**config.mk**
```make
export PLATFORM = sky130hd
export DESIGN_NAME = mskaes_stream_io
export DESIGN_NICKNAME = d
export VERILOG_FILES = /design/src/rtl/mskaes_io_pkg.sv /design/src/rtl/mskaes_word_reg.sv /design/src/rtl/mskaes_stream_io.sv
export SDC_FILE = /design/constraint.sdc
export NUM_CORES = 1
export LEC_CHECK = 0
export ABC_CLOCK_PERIOD_IN_PS = 3010
export BUFFER_PORTS_ARGS = -buffer_cell sky130_fd_sc_hd__buf_2
export CAP_MARGIN = 20
export CORE_AREA = 2 2 332 334
export DETAILED_ROUTE_END_ITERATION = 6
export DIE_AREA = 0 0 334 336
export GPL_TIMING_DRIVEN = 0
export PLACE_DENSITY = 0.49
export SYNTH_ARGS = -nofsm -noshare
export SYNTH_HDL_FRONTEND = slang
export SYNTH_SLANG_ARGS = --single-unit
```
**constraint.sdc**
```tcl
create_clock -name clk -period 3.01 [get_ports clk]
set_input_delay 0.301 -clock clk [delete_from_list [all_inputs] [get_ports clk]]
set_output_delay 0.301 -clock clk [all_outputs]
set_load 0.01 [all_outputs]
```
**src/rtl/mskaes_io_pkg.sv**
```systemverilog
// Shared types and sizing for the masked-AES word-serial stream front/back end.
package mskaes_io_pkg;

  typedef enum logic [2:0] {
    LD_KEY = 3'd0,
    LD_PT  = 3'd1,
    START  = 3'd2,
    WAIT   = 3'd3,
    UNLOAD = 3'd4
  } io_state_e;

  function automatic int calc_nw(input int shares, input int word_w);
    return 128 * shares / word_w;
  endfunction

  localparam int D_DEF = 2;
  localparam int W_DEF = 32;
  localparam int NW    = calc_nw(D_DEF, W_DEF);
  localparam int CNT_W = $clog2(NW);

endpackage

```
**src/rtl/mskaes_word_reg.sv**
```systemverilog
// 128*d-bit share register: one W-bit word written per cycle at an index,
// with an optional full-width parallel load that takes priority.
module mskaes_word_reg
  import mskaes_io_pkg::*;
#(
  parameter int d = 2,
  parameter int W = 32,
  localparam int WN = calc_nw(d, W),
  localparam int CW = $clog2(WN)
) (
  input  logic            clk,
  input  logic            nrst,
  input  logic            wr_en,
  input  logic [CW-1:0]   wr_idx,
  input  logic [W-1:0]    wr_data,
  input  logic            ld_en,
  input  logic [128*d-1:0] ld_data,
  output logic [128*d-1:0] q
);

  logic [WN-1:0][W-1:0] words;

  always_ff @(posedge clk or negedge nrst) begin
    if (!nrst) begin
      words <= '0;
    end else begin
      for (int i = 0; i < WN; i++) begin
        if (ld_en)
          words[i] <= ld_data[W*i +: W];
        else if (wr_en && wr_idx == CW'(i))
          words[i] <= wr_data;
      end
    end
  end

  assign q = words;

endmodule

```
**src/rtl/mskaes_stream_io.sv**
```systemverilog
// Word-serial share transport for the masked AES-128 core: load key/pt words,
// pulse start, capture the shared ciphertext and stream it back out.
module mskaes_stream_io
  import mskaes_io_pkg::*;
#(
  parameter int d = 2,
  parameter int W = 32
) (
  input  logic             clk,
  input  logic             nrst,
  input  logic [W-1:0]     in_data,
  input  logic             in_valid,
  output logic             in_ready,
  output logic [W-1:0]     out_data,
  output logic             out_valid,
  input  logic             out_ready,
  output logic             busy,
  input  logic             core_ready,
  output logic             core_valid_in,
  input  logic             core_cipher_valid,
  input  logic [128*d-1:0] core_sh_ciphertext,
  output logic [128*d-1:0] sh_key,
  output logic [128*d-1:0] sh_plaintext
);

  localparam int WN = calc_nw(d, W);
  localparam int CW = $clog2(WN);

  io_state_e            state;
  logic [CW-1:0]        cnt;
  logic                 last_word;
  logic                 in_hs;
  logic                 out_hs;
  logic [128*d-1:0]     ct_q;
  logic [WN-1:0][W-1:0] ct_words;

  assign last_word     = (cnt == CW'(WN - 1));
  assign in_ready      = (state == LD_KEY) || (state == LD_PT);
  assign out_valid     = (state == UNLOAD);
  assign core_valid_in = (state == START) && core_ready;
  assign busy          = (state != LD_KEY) || (cnt != '0);
  assign in_hs         = in_valid && in_ready;
  assign out_hs        = out_valid && out_ready;

  // cnt only moves on handshakes, so out_data holds under backpressure.
  assign ct_words = ct_q;
  assign out_data = ct_words[cnt];

  always_ff @(posedge clk or negedge nrst) begin
    if (!nrst) begin
      state <= LD_KEY;
      cnt   <= '0;
    end else begin
      case (state)
        LD_KEY, LD_PT: begin
          if (in_hs) begin
            if (last_word) begin
              cnt   <= '0;
              state <= (state == LD_KEY) ? LD_PT : START;
            end else begin
              cnt <= cnt + 1'b1;
            end
          end
        end
        START:  if (core_ready) state <= WAIT;
        WAIT:   if (core_cipher_valid) state <= UNLOAD;
        UNLOAD: begin
          if (out_hs) begin
            if (last_word) begin
              cnt   <= '0;
              state <= LD_KEY;
            end else begin
              cnt <= cnt + 1'b1;
            end
          end
        end
        default: state <= LD_KEY;
      endcase
    end
  end

  mskaes_word_reg #(.d(d), .W(W)) u_key (
    .clk     (clk),
    .nrst    (nrst),
    .wr_en   (in_hs && state == LD_KEY),
    .wr_idx  (cnt),
    .wr_data (in_data),
    .ld_en   (1'b0),
    .ld_data ('0),
    .q       (sh_key)
  );

  mskaes_word_reg #(.d(d), .W(W)) u_pt (
    .clk     (clk),
    .nrst    (nrst),
    .wr_en   (in_hs && state == LD_PT),
    .wr_idx  (cnt),
    .wr_data (in_data),
    .ld_en   (1'b0),
    .ld_data ('0),
    .q       (sh_plaintext)
  );

  mskaes_word_reg #(.d(d), .W(W)) u_ct (
    .clk     (clk),
    .nrst    (nrst),
    .wr_en   (1'b0),
    .wr_idx  ('0),
    .wr_data ('0),
    .ld_en   (state == WAIT && core_cipher_valid),
    .ld_data (core_sh_ciphertext),
    .q       (ct_q)
  );

endmodule

```
==> results by group, run 1 <==
Logic synthesis
  – EDFF count, synth: 0
  – Synth top area share: 61.4%
  – Yosys Warn Count: 0
  – Register bit total from synthesis: 774
  – Ys async rst share: 100%
  – Post-synthesis cell type count: 37
  – Largest cells by area after synthesis: dfrtp_1, mux2_2, mux4_2
  – Syn avg cell area: 16.6 um2
  – Syn_nets: 2198
  – Ys flop type: dfrtp_1
  – Syn Inst Count: 1898
  – Netlist Area Pre-Place: 31500 um2
  – Post-synth top area cell: dfrtp_1
  – Sequential area share after synthesis: 61.4%

Cells and area
  – Fill count: 10200
  – Synth-to-Final Area Change: 38.8%
  – Finished Layout Cells: 4618
  – Fin nets: 3429
  – Finished Core Util: 40.4%
  – Share of post-route cells with drive strength above 1: 58.6%

Drt
  – Met3 Wirelength: 7.34 mm
  – Routed WL: 115 mm
  – Post-Route M1 WL: 43.9 mm
  – Residual DRC: 0
  – Via Count: 21300
  – DR pass1 iterations: 4
  – Highest routed layer: met5
  – Number of DRC markers in iteration 0: 764
  – Post-route ant nets: 0
  – Routed WL per cell: 24.9 um
  – DR WL met2: 59.3 mm
  – Vias/cell: 4.61

Setup path
  – Critical path buffers and inverters: 3
  – CP Launch Type: flop
  – Critical path fanouts, max: 10
  – Crit-path most repeated cell: nand2_1
  – Critical path type: flop to output pin
  – Slowest Stage Delay on Critical Path: 0.52 ns
  – CP delay by family, top: buffers and inverters
  – Worst Setup End Kind: output pin
  – R2r setup slk: 0.19 ns
  – Reg-to-reg endpoint: u_key.q[98]
  – Worst r2r path cells: 9
  – Critical path arrival: 2.55 ns
  – Worst path slowest cell: mux4_2
  – Critical path cell sequence: buf_6 -> buf_8 -> mux4_2 -> nand2_1 -> nand2_1 -> buf_2
  – WP data required: 2.71 ns
  – R2R Path Start: cnt[2]

Floorplan
  – Die H: 336 um
  – Die area: 112000 um2
  – Initial Util: 29.1%
  – Num rows: 121
  – # IOs: 842
  – Die X: 334 um
  – Core area: 108000 um2

Clock tree
  – CTS Buf Count: 91
  – CTS Root Cell: clkbuf_16
  – CTS Buffer Depth: 3
  – CTS tree: yes
  – H-tree levels: 3
  – Clock transition at path regs: 0.05 ns
  – Worst skew pair latency: 0.67 ns
  – Clock sinks: 774

Timing
  – Final Hold Vio Count: 0
  – Setup Viol. Count Final: 0
  – Max Fclk: 351 MHz
  – RSZ-0062 raised after global routing: true
  – Slew HR: 45.7%
  – Final period demand of the worst path: 2.85 ns
  – Period utilization: 94.7%
  – Clk_skew: 0.0358 ns
  – Slew Viols, Final: 0
  – Worst Tran Pin Value: 0.812 ns

Power and ir drop
  – Post-layout power: 47.3 mW
  – Peak VDD IR: 0.538 mV
  – Lkg Pwr: 21.4 nW
  – Pwr/cell area: 1080 nW/um2

Hold path
  – Hold endpoint: cnt[2]
  – Min-delay src: in_valid
  – Depth of the worst hold-timing path: 3
  – Worst min path class: input pin to flop

Run
  – Max cap viols: 0

Placement
  – GPL Wtd Cong: 0.854
  – Number of buffers added on ports: 840
  – Dpl cells: 4159
  – HPWL after DPL: 87.3 mm

Global route
  – Largest net degree at the start of global routing: 123
  – Total grt overflow: 0
  – Vias in the first global route: 23300
  – Global Route Usage Sum: 20.1%
  – First-pass GRT wire length: 165 mm
  – Initial antenna violation count: 15

Status
  – Status: finished, final reports clean
[layout make-up]
cell class                      count  area (um2)  area share, %
Sequential cell                   774       19400           44.2
Multi-Input combinational cell    986       11300           25.8
Timing Repair Buffer             1138        7320           16.7
Clock buffer                      134        2680           6.13
Tap cell                         1414        1770           4.04
Buffer                            135         985           2.25
Clock inverter                     23         344          0.786
Antenna cell                       11        27.5         0.0629
Inverter                            3        11.3         0.0257
[metrics by stage]
stage	TNS, ns	hold slack [ns]	cell area (um2)	worst slack (ns)
2_1_floorplan	0	0.00541	31500	0.765
3_3_place_gp	-	0.464	37500	-14.59
3_5_place_dp	-191.00	0.334	37700	-1.08
4_1_cts	-0.148	0.0752	43700	-0.0489
5_1_grt	-0.0767	0.0996	43800	-0.0233
6_report	0	0.135	43800	0.160
[logic make-up (layout without fill, tap and decap cells)]
family / Yosys count / count (layout) / synth area share [%]
muxes: 835 / 835 / 33.2
DFF: 774 / 774 / 61.4
and+or+nand+nor: 141 / 141 / 2.18
buffers and inverters: 138 / 1433 / 2.94
adders and majority gates: 6 / 6 / 0.238
AOI/OAI and AO/OA: 4 / 4 / 0.0833
other: 0 / 11 / 0
[worst register-to-register path, cell delays in order, from the launching register on]
cell and delay (ns):
dfrtp_1 0.37, buf_2 0.22, buf_6 0.20, buf_6 0.18, inv_1 0.10, ha_1 0.15
nand3b_1 0.17, nor3_4 0.46, buf_2 0.46, mux2_2 0.40
[state kept, by name, summed over array words and instances (netlist names)]
register / count
u_pt.q: 256
state: 3
u_ct.q: 256
u_key.q: 256
cnt: 3
[how the worst max path moves through the flow]
stage | from | cells past startpoint | end | slack, ns
global route | cnt[1] | 6 | out_data[30] | -0.02
floorplan | cnt[0] | 8 | u_key.q[194] | 0.77
detailed placement | cnt[0] | 8 | u_pt.q[194] | -1.08
finish | cnt[1] | 6 | out_data[30] | 0.16
global placement | nrst | 1 | u_ct.q[167] | -14.59
CTS | cnt[2] | 7 | out_data[30] | -0.05
[Yosys cell counts, types with 2 or more instances]
| cell | count |
|---|---|
| inv_1 | 3 |
| nor3_2 | 2 |
| nor2_8 | 2 |
| nand3b_1 | 3 |
| nand3b_4 | 2 |
| buf_6 | 26 |
| nand2_1 | 106 |
| buf_12 | 6 |
| nand3_1 | 4 |
| nor2_1 | 7 |
| a21oi_1 | 2 |
| nor2_2 | 3 |
| buf_2 | 48 |
| buf_1 | 3 |
| mux4_2 | 64 |
| mux2_1 | 63 |
| mux2_4 | 90 |
| dfrtp_1 | 774 |
| ha_1 | 6 |
| buf_4 | 15 |
| clkbuf_1 | 37 |
| mux2_2 | 617 |
[routing by layer]
layer  track usage (%)  vias up
met2              35.9      692
met3              5.50      205
met1              22.8    11100
li1                  -     9247
met4              7.72       10
met5                 0        -
[power breakdown]
group | switching, mW | total [mW] | internal, mW | leakage, nW
Combinational | 9.24 | 18.4 | 9.19 | 10.2
Clock | 4.52 | 11.1 | 6.60 | 1.47
Sequential | 2.53 | 17.8 | 15.3 | 9.65
Total | 16.3 | 47.3 | 31.0 | 21.4
[cell usage in the layout, fill, tap and decap left out, types with 3 or more instances in the layout]
master | Yosys | final
buf_2 | 48 | 876
dfrtp_1 | 774 | 773
mux2_2 | 617 | 617
dlygate4sd3_1 | 0 | 291
nand2_1 | 106 | 104
clkbuf_16 | 0 | 94
mux2_4 | 90 | 90
mux4_2 | 64 | 64
mux2_1 | 63 | 63
clkbuf_1 | 37 | 54
buf_6 | 26 | 31
buf_4 | 15 | 19
clkbuf_8 | 0 | 19
diode_2 | 0 | 11
clkinv_2 | 0 | 8
buf_16 | 0 | 7
buf_12 | 6 | 6
ha_1 | 6 | 6
nor2_2 | 3 | 5
nor2_1 | 7 | 5
bufinv_16 | 0 | 5
clkbuf_2 | 0 | 4
clkinvlp_4 | 0 | 4
nand3b_1 | 3 | 3
nand3_1 | 4 | 3
buf_1 | 3 | 3
clkinv_16 | 0 | 3
[timing repair]
action,4_1_cts,5_1_grt
hold buffers,291,0
gates resized for setup,28,7
endpoints found under the setup margin,435,77
cloned,0,0
buffers inserted,0,0
endpoints found under the hold margin,497,0
(Power assumes the default switching activity.)
==> run 2: changes to the inputs <==
ABC_CLOCK_PERIOD_IN_PS = 2800   (was 3010)
clock period = 2.8 ns   (was 3.01 ns; I/O delays follow)
==> run 2 against run 1 <==
  * Flip-flop and latch count unchanged
  * Combinational power up 9%
  * Clock skew about the same
  * Routed wire length about the same
  * Design area up 0.42%
  * Final cell count up 0.22%
  * First-iteration DRC count down 2.1%
  * Worst setup slack worse by 0.044 ns
  * Critical endpoint unchanged
==> results by group, run 2 (synthesis gave the netlist of run 1 again) <==
Status
  – Status: finished, final reports clean (unchanged)

Timing
  – RSZ-0062 raised after global routing: true (unchanged)
  – Final Hold Vio Count: 0 (unchanged)
  – Worst Tran Pin Value: 0.763 ns (was 0.812 ns)
  – Setup Viol. Count Final: 0 (unchanged)
  – Clk_skew: 0.0361 ns (was 0.0358 ns)
  – Slew HR: 49.1% (was 45.7%)
  – Setup TNS: 0 ns (unchanged)
  – Max Fclk: 373 MHz
  – Period utilization: 95.8%
  – Final WS setup: 0.116 ns (was 0.160 ns)
  – Final period demand of the worst path: 2.68 ns
  – Slew Viols, Final: 0 (unchanged)

Global route
  – First-pass GRT wire length: 166 mm (was 165 mm)
  – Vias in the first global route: 23400 (was 23300)
  – Initial antenna violation count: 16 (was 15)
  – Largest net degree at the start of global routing: 123 (unchanged)
  – Global Route Usage Sum: 20.1% (about the same)
  – Total grt overflow: 0 (unchanged)

Setup path
  – Reg-to-reg endpoint: u_pt.q[110] (was u_key.q[98])
  – Worst path slowest cell: dfrtp_1 (was mux4_2)
  – Slowest Stage Delay on Critical Path: 0.34 ns (was 0.52 ns)
  – WP data required: 2.52 ns (was 2.71 ns)
  – Critical path fanouts, max: 10 (unchanged)
  – Critical path arrival: 2.40 ns (was 2.55 ns)
  – R2R Path Start: cnt[2] (unchanged)
  – CP Launch Type: flop (unchanged)
  – Worst r2r path cells: 9 (unchanged)
  – R2r setup slk: 0.13 ns (was 0.19 ns)
  – Critical path type: flop to output pin (unchanged)
  – Worst Setup End Kind: output pin (unchanged)
  – Critical path cell sequence: buf_4 -> buf_6 -> buf_6 -> mux4_2 -> nand2_2 -> nand2_1 -> buf_2 (was buf_6 -> buf_8 -> mux4_2 -> nand2_1 -> nand2_1 -> buf_2)
  – Crit-path most repeated cell: buf_6 (was nand2_1)

Drt
  – Number of DRC markers in iteration 0: 748 (was 764)
  – Post-route ant nets: 0 (unchanged)
  – Residual DRC: 0 (unchanged)
  – Routed WL per cell: 24.9 um (about the same)
  – Via Count: 21300 (about the same)
  – Routed WL: 115 mm (about the same)
  – Vias/cell: 4.61 (about the same)
  – DR pass1 iterations: 5 (was 4)

Hold path
  – Hold endpoint: u_pt.q[129] (was cnt[2])
  – Depth of the worst hold-timing path: 2 (was 3)
  – Min-delay src: in_data[1] (was in_valid)
  – Worst min path class: input pin to flop (unchanged)

Floorplan
  – Initial Util: 29.1% (unchanged)
  – Core area: 108000 um2 (unchanged)
  – Num rows: 121 (unchanged)
  – # IOs: 842 (unchanged)
  – Die H: 336 um (unchanged)
  – Die area: 112000 um2 (unchanged)
  – Die X: 334 um (unchanged)

Power and ir drop
  – Lkg Pwr: 21.4 nW (about the same)
  – Pwr/cell area: 1160 nW/um2 (was 1080 nW/um2)
  – Peak VDD IR: 0.580 mV (was 0.538 mV)

Clock tree
  – Clock sinks: 774 (unchanged)
  – Worst skew pair latency: 0.67 ns (about the same)
  – CTS Root Cell: clkbuf_16 (unchanged)
  – CTS Buf Count: 91 (unchanged)
  – Clock transition at path regs: 0.06 ns (was 0.05 ns)
  – CTS tree: yes (unchanged)
  – CTS Buffer Depth: 3 (unchanged)
  – H-tree levels: 3 (unchanged)

Cells and area
  – Share of post-route cells with drive strength above 1: 58.9% (was 58.6%)
  – Fin nets: 3438 (was 3429)
  – Most frequent cells in the layout: buf_2, dfrtp_1, mux2_2 (unchanged)
  – Synth-to-Final Area Change: 39.4% (was 38.8%)
  – Most common cell after layout, fill and taps aside: buf_2 (unchanged)

Placement
  – Place WS: -1.29 ns (was -1.08 ns)
  – HPWL after DPL: 87.3 mm (unchanged)
  – Number of buffers added on ports: 840 (unchanged)
  – GPL Wtd Cong: 0.854 (unchanged)

Run
  – Max cap viols: 0 (unchanged)
[run 2: cell count changes in the layout (fill, tap and decap cells not counted), moves of 2 or more]
cell / change
nand2_2: +2
buf_12: +5
buf_2: -4
buf_4: +6
nor2_4: +2
nand2_1: -2
[run 2: repair_timing]
action                                 CTS  global route
setup endpoints to repair              473            38
pin swaps                                2             0
gates resized for setup                 53            11
hold buffers                           292             0
buffers inserted                         6             2
endpoints found under the hold margin  512             0
[run 2: how the worst max path moves through the flow]
| stage | start | endpoint | slack [ns] | depth (start not counted) |
|---|---|---|---|---|
| 2_1_floorplan | cnt[0] | u_key.q[194] | 0.56 | 8 |
| 3_3_place_gp | nrst | u_ct.q[167] | -14.78 | 1 |
| 3_5_place_dp | cnt[0] | u_pt.q[194] | -1.29 | 8 |
| 4_1_cts | cnt[1] | out_data[7] | -0.01 | 6 |
| 5_1_grt | cnt[2] | out_data[14] | -0.003 | 7 |
| 6_report | cnt[2] | out_data[30] | 0.12 | 7 |
[run 2: cell type report]
cell class / instances / area (um2)
Fill cell: 10200 / 64400
Sequential cell: 774 / 19400
Multi-Input combinational cell: 986 / 11300
Inverter: 3 / 13.8
Tap cell: 1414 / 1770
Clock inverter: 23 / 344
Antenna cell: 12 / 30.0
Clock buffer: 134 / 2680
Buffer: 135 / 1060
Timing Repair Buffer: 1147 / 7400
[run 2: per-stage QoR]
| stage | instance area (um2) | hold slack [ns] | instances | utilization (%) | total power, mW |
|---|---|---|---|---|---|
| 2_1_floorplan | 31500 | -0.0156 | 1898 | - | 29.7 |
| 3_3_place_gp | 37500 | 0.464 | 4152 | 34.6 | 38.4 |
| 3_5_place_dp | 37700 | 0.313 | 4159 | 34.8 | 38.9 |
| 4_1_cts | 43900 | 0.0542 | 4614 | 40.5 | 51.7 |
| 5_1_grt | 44000 | 0.0786 | 4625 | 40.6 | 53.8 |
| 6_report | 44000 | 0.117 | 4628 | 40.6 | 51.1 |
[run 2: routing by layer]
layer,global-route usage (%),vias to the layer above,wire length (um)
li1,-,9272,-
met1,22.9,11200,43900
met2,35.9,669,59200
met3,5.50,204,7310
met4,7.72,10,4550
met5,0,-,63
[run 2: power breakdown]
group	leakage, nW	internal (mW)	total (mW)	switching, mW
clock network	1.47	7.10	12.0	4.86
registers	9.65	16.4	19.1	2.72
logic	10.3	10.1	20.0	9.98
total	21.4	33.6	51.1	17.6
[run 2: worst max-delay path, delay by kind of cell, from the launching register on]
family | cells | cell delay [ns]
buffers and inverters | 4 | 0.83
flip-flops | 1 | 0.34
multiplexers | 1 | 0.34
AND/OR/NAND/NOR | 2 | 0.23
==> run 3: changes to the inputs <==
GPL_TIMING_DRIVEN = unset   (was 0)
==> run 3 against run 2 <==
  * Final cell count shrank 2.4%
  * Clock power hardly changed
  * Register-to-register slack gained 0.08 ns
  * Via count down 2.1%
  * First-iteration DRC count is 4.0% lower
  * Critical path depth down 1
  * Critical endpoint unchanged
==> results by group, run 3 (synthesis gave the netlist of run 1 again) <==
Status
  – Status: finished, final reports clean (unchanged)

Setup path
  – Critical path fanouts, max: 8 (was 10)
  – CP delay by family, top: multiplexers (was buffers and inverters)
  – Critical path arrival: 2.38 ns (was 2.40 ns)
  – Critical path buffers and inverters: 3 (was 4)
  – CP Launch Type: flop (unchanged)
  – Crit-path most repeated cell: nand2_1 (was buf_6)
  – Worst path slowest cell: mux4_2 (was dfrtp_1)
  – Critical path type: flop to output pin (unchanged)
  – Worst setup path start: cnt[1] (was cnt[2])
  – R2R Path Start: cnt[1] (was cnt[2])
  – Slowest Stage Delay on Critical Path: 0.58 ns (was 0.34 ns)
  – Worst Setup End Kind: output pin (unchanged)
  – Critical path cell sequence: buf_12 -> buf_16 -> mux4_2 -> nand2_1 -> nand2_1 -> buf_6 (was buf_4 -> buf_6 -> buf_6 -> mux4_2 -> nand2_2 -> nand2_1 -> buf_2)
  – WP data required: 2.52 ns (about the same)

Placement
  – GPL Wtd Cong: 0.802 (was 0.854)
  – Number of buffers added on ports: 841 (was 840)
  – HPWL after DPL: 79.0 mm (was 87.3 mm)
  – Dpl cells: 4081 (was 4159)

Power and ir drop
  – Switching share of power: 34.0% (was 34.4%)
  – Switch Pwr: 17.3 mW (was 17.6 mW)
  – Lkg Pwr: 21.1 nW (was 21.4 nW)
  – Peak VDD IR: 0.536 mV (was 0.580 mV)
  – Pwr/cell area: 1170 nW/um2 (was 1160 nW/um2)
  – Post-layout power: 50.9 mW (was 51.1 mW)
  – Clock share of power: 23.7% (was 23.4%)
  – Combinational power share: 38.6% (was 39.2%)
  – Seq pwr share: 37.7% (was 37.4%)
  – Cell Int Power: 33.6 mW (about the same)

Hold path
  – Min-delay src: in_data[3] (was in_data[1])
  – Worst min path class: input pin to flop (unchanged)

Timing
  – Final period demand of the worst path: 2.66 ns (was 2.68 ns)
  – Worst Tran Pin Value: 0.788 ns (was 0.763 ns)
  – RSZ-0062 raised after global routing: true (unchanged)
  – Worst hold margin: 0.136 ns (was 0.117 ns)
  – Slew HR: 47.4% (was 49.1%)
  – Clk_skew: 0.0417 ns (was 0.0361 ns)
  – Slew Viols, Final: 0 (unchanged)
  – Period utilization: 95.0% (was 95.8%)
  – Final Hold Vio Count: 0 (unchanged)
  – Max Fclk: 376 MHz (was 373 MHz)
  – Setup Viol. Count Final: 0 (unchanged)

Floorplan
  – Core area: 108000 um2 (unchanged)
  – Die X: 334 um (unchanged)
  – Die H: 336 um (unchanged)
  – Initial Util: 29.1% (unchanged)
  – Num rows: 121 (unchanged)
  – Die area: 112000 um2 (unchanged)
  – # IOs: 842 (unchanged)

Global route
  – First-pass GRT wire length: 160 mm (was 166 mm)
  – Largest net degree at the start of global routing: 106 (was 123)
  – Initial antenna violation count: 11 (was 16)
  – Global Route Usage Sum: 19.3% (was 20.1%)
  – Total grt overflow: 0 (unchanged)
  – Vias in the first global route: 23100 (was 23400)

Cells and area
  – Share of post-route cells with drive strength above 1: 59.8% (was 58.9%)
  – Finished Layout Cells: 4518 (was 4628)
  – Synth-to-Final Area Change: 37.5% (was 39.4%)
  – Most common cell after layout, fill and taps aside: buf_2 (unchanged)
  – Most frequent cells in the layout: buf_2, dfrtp_1, mux2_2 (unchanged)
  – Fin nets: 3328 (was 3438)

Drt
  – Residual DRC: 0 (unchanged)
  – Post-route ant nets: 0 (unchanged)
  – Number of DRC markers in iteration 0: 718 (was 748)
  – DR pass1 iterations: 4 (was 5)
  – Routed WL: 111 mm (was 115 mm)
  – Routed WL per cell: 24.5 um (was 24.9 um)
  – Vias/cell: 4.62 (was 4.61)
  – Via Count: 20900 (was 21300)

Clock tree
  – CTS Buffer Depth: 3 (unchanged)
  – H-tree levels: 3 (unchanged)
  – CTS Buf Count: 90 (was 91)
  – CTS Root Cell: clkbuf_16 (unchanged)
  – Clock transition at path regs: 0.05 ns (was 0.06 ns)
  – Worst skew pair latency: 0.68 ns (was 0.67 ns)
  – CTS tree: yes (unchanged)
  – Clock sinks: 774 (unchanged)

Run
  – Max cap viols: 0 (unchanged)
[run 3: repair_timing]
action | CTS | global route
endpoints found under the setup margin | 29 | 21
gates resized for setup | 5 | 5
cloned | 2 | 1
setup buffers | 2 | 3
hold buffers | 261 | 0
hold endpoints to repair | 317 | 0
[run 3: power by group through the flow]
stage          combinational (mW)  clock, mW  sequential [mW]
2_1_floorplan                9.27          0             20.4
3_3_place_gp                 18.9          0             19.1
3_5_place_dp                 19.2          0             19.4
4_1_cts                      19.9       12.4             19.2
5_1_grt                      20.9       12.9             19.9
6_report                     19.7       12.1             19.2
[run 3: worst paths after layout]
| check | to | slack (ns) | cells past startpoint |
|---|---|---|---|
| min in group asynchronous | u_pt.q[58] | 0.25 | 2 |
| worst max-delay path | out_data[30] | 0.14 | 6 |
| max in group asynchronous | u_pt.q[11] | 1.44 | 3 |
| worst max register to register | u_key.q[248] | 0.21 | 7 |
| worst min register to register | u_pt.q[153] | 0.48 | 1 |
| worst min-delay path | u_key.q[35] | 0.14 | 2 |
[run 3: through the flow]
step                      TNS (ns)  util, %  setup WS, ns  cell area [um2]
after detailed placement         0     34.6         0.314            37500
after CTS                  -0.0444     39.9       -0.0193            43300
after global routing      -0.00314     40.0      -0.00314            43400
after global placement           0     34.6         0.374            37500
after floorplan                  0        -         0.555            31500
final                            0     40.0         0.140            43400
[run 3: cell type report]
cell class	count	area, um2
antenna	5	12.5
clock buffer	135	2660
clock inverter	28	418
fill	10200	65000
inverter	3	11.3
multi-input combinational	986	11300
sequential	774	19400
tap	1414	1770
timing repair buffer	1173	7800
[run 3: worst register-to-register path: stages (launching register included)]
cell      delay [ns]
dfrtp_4         0.52
buf_4           0.15
ha_1            0.16
ha_1            0.28
nand3b_4        0.14
or3_2           0.45
buf_4           0.35
mux2_4          0.44
[run 3: routing by layer]
layer / share of wire, % / global-route usage [%] / up-vias
met5: 0.067 / 0 / -
met4: 3.6 / 6.67 / 12
met3: 6.3 / 5.57 / 209
met2: 52 / 35.3 / 688
met1: 38 / 21.4 / 10900
li1: - / - / 9050
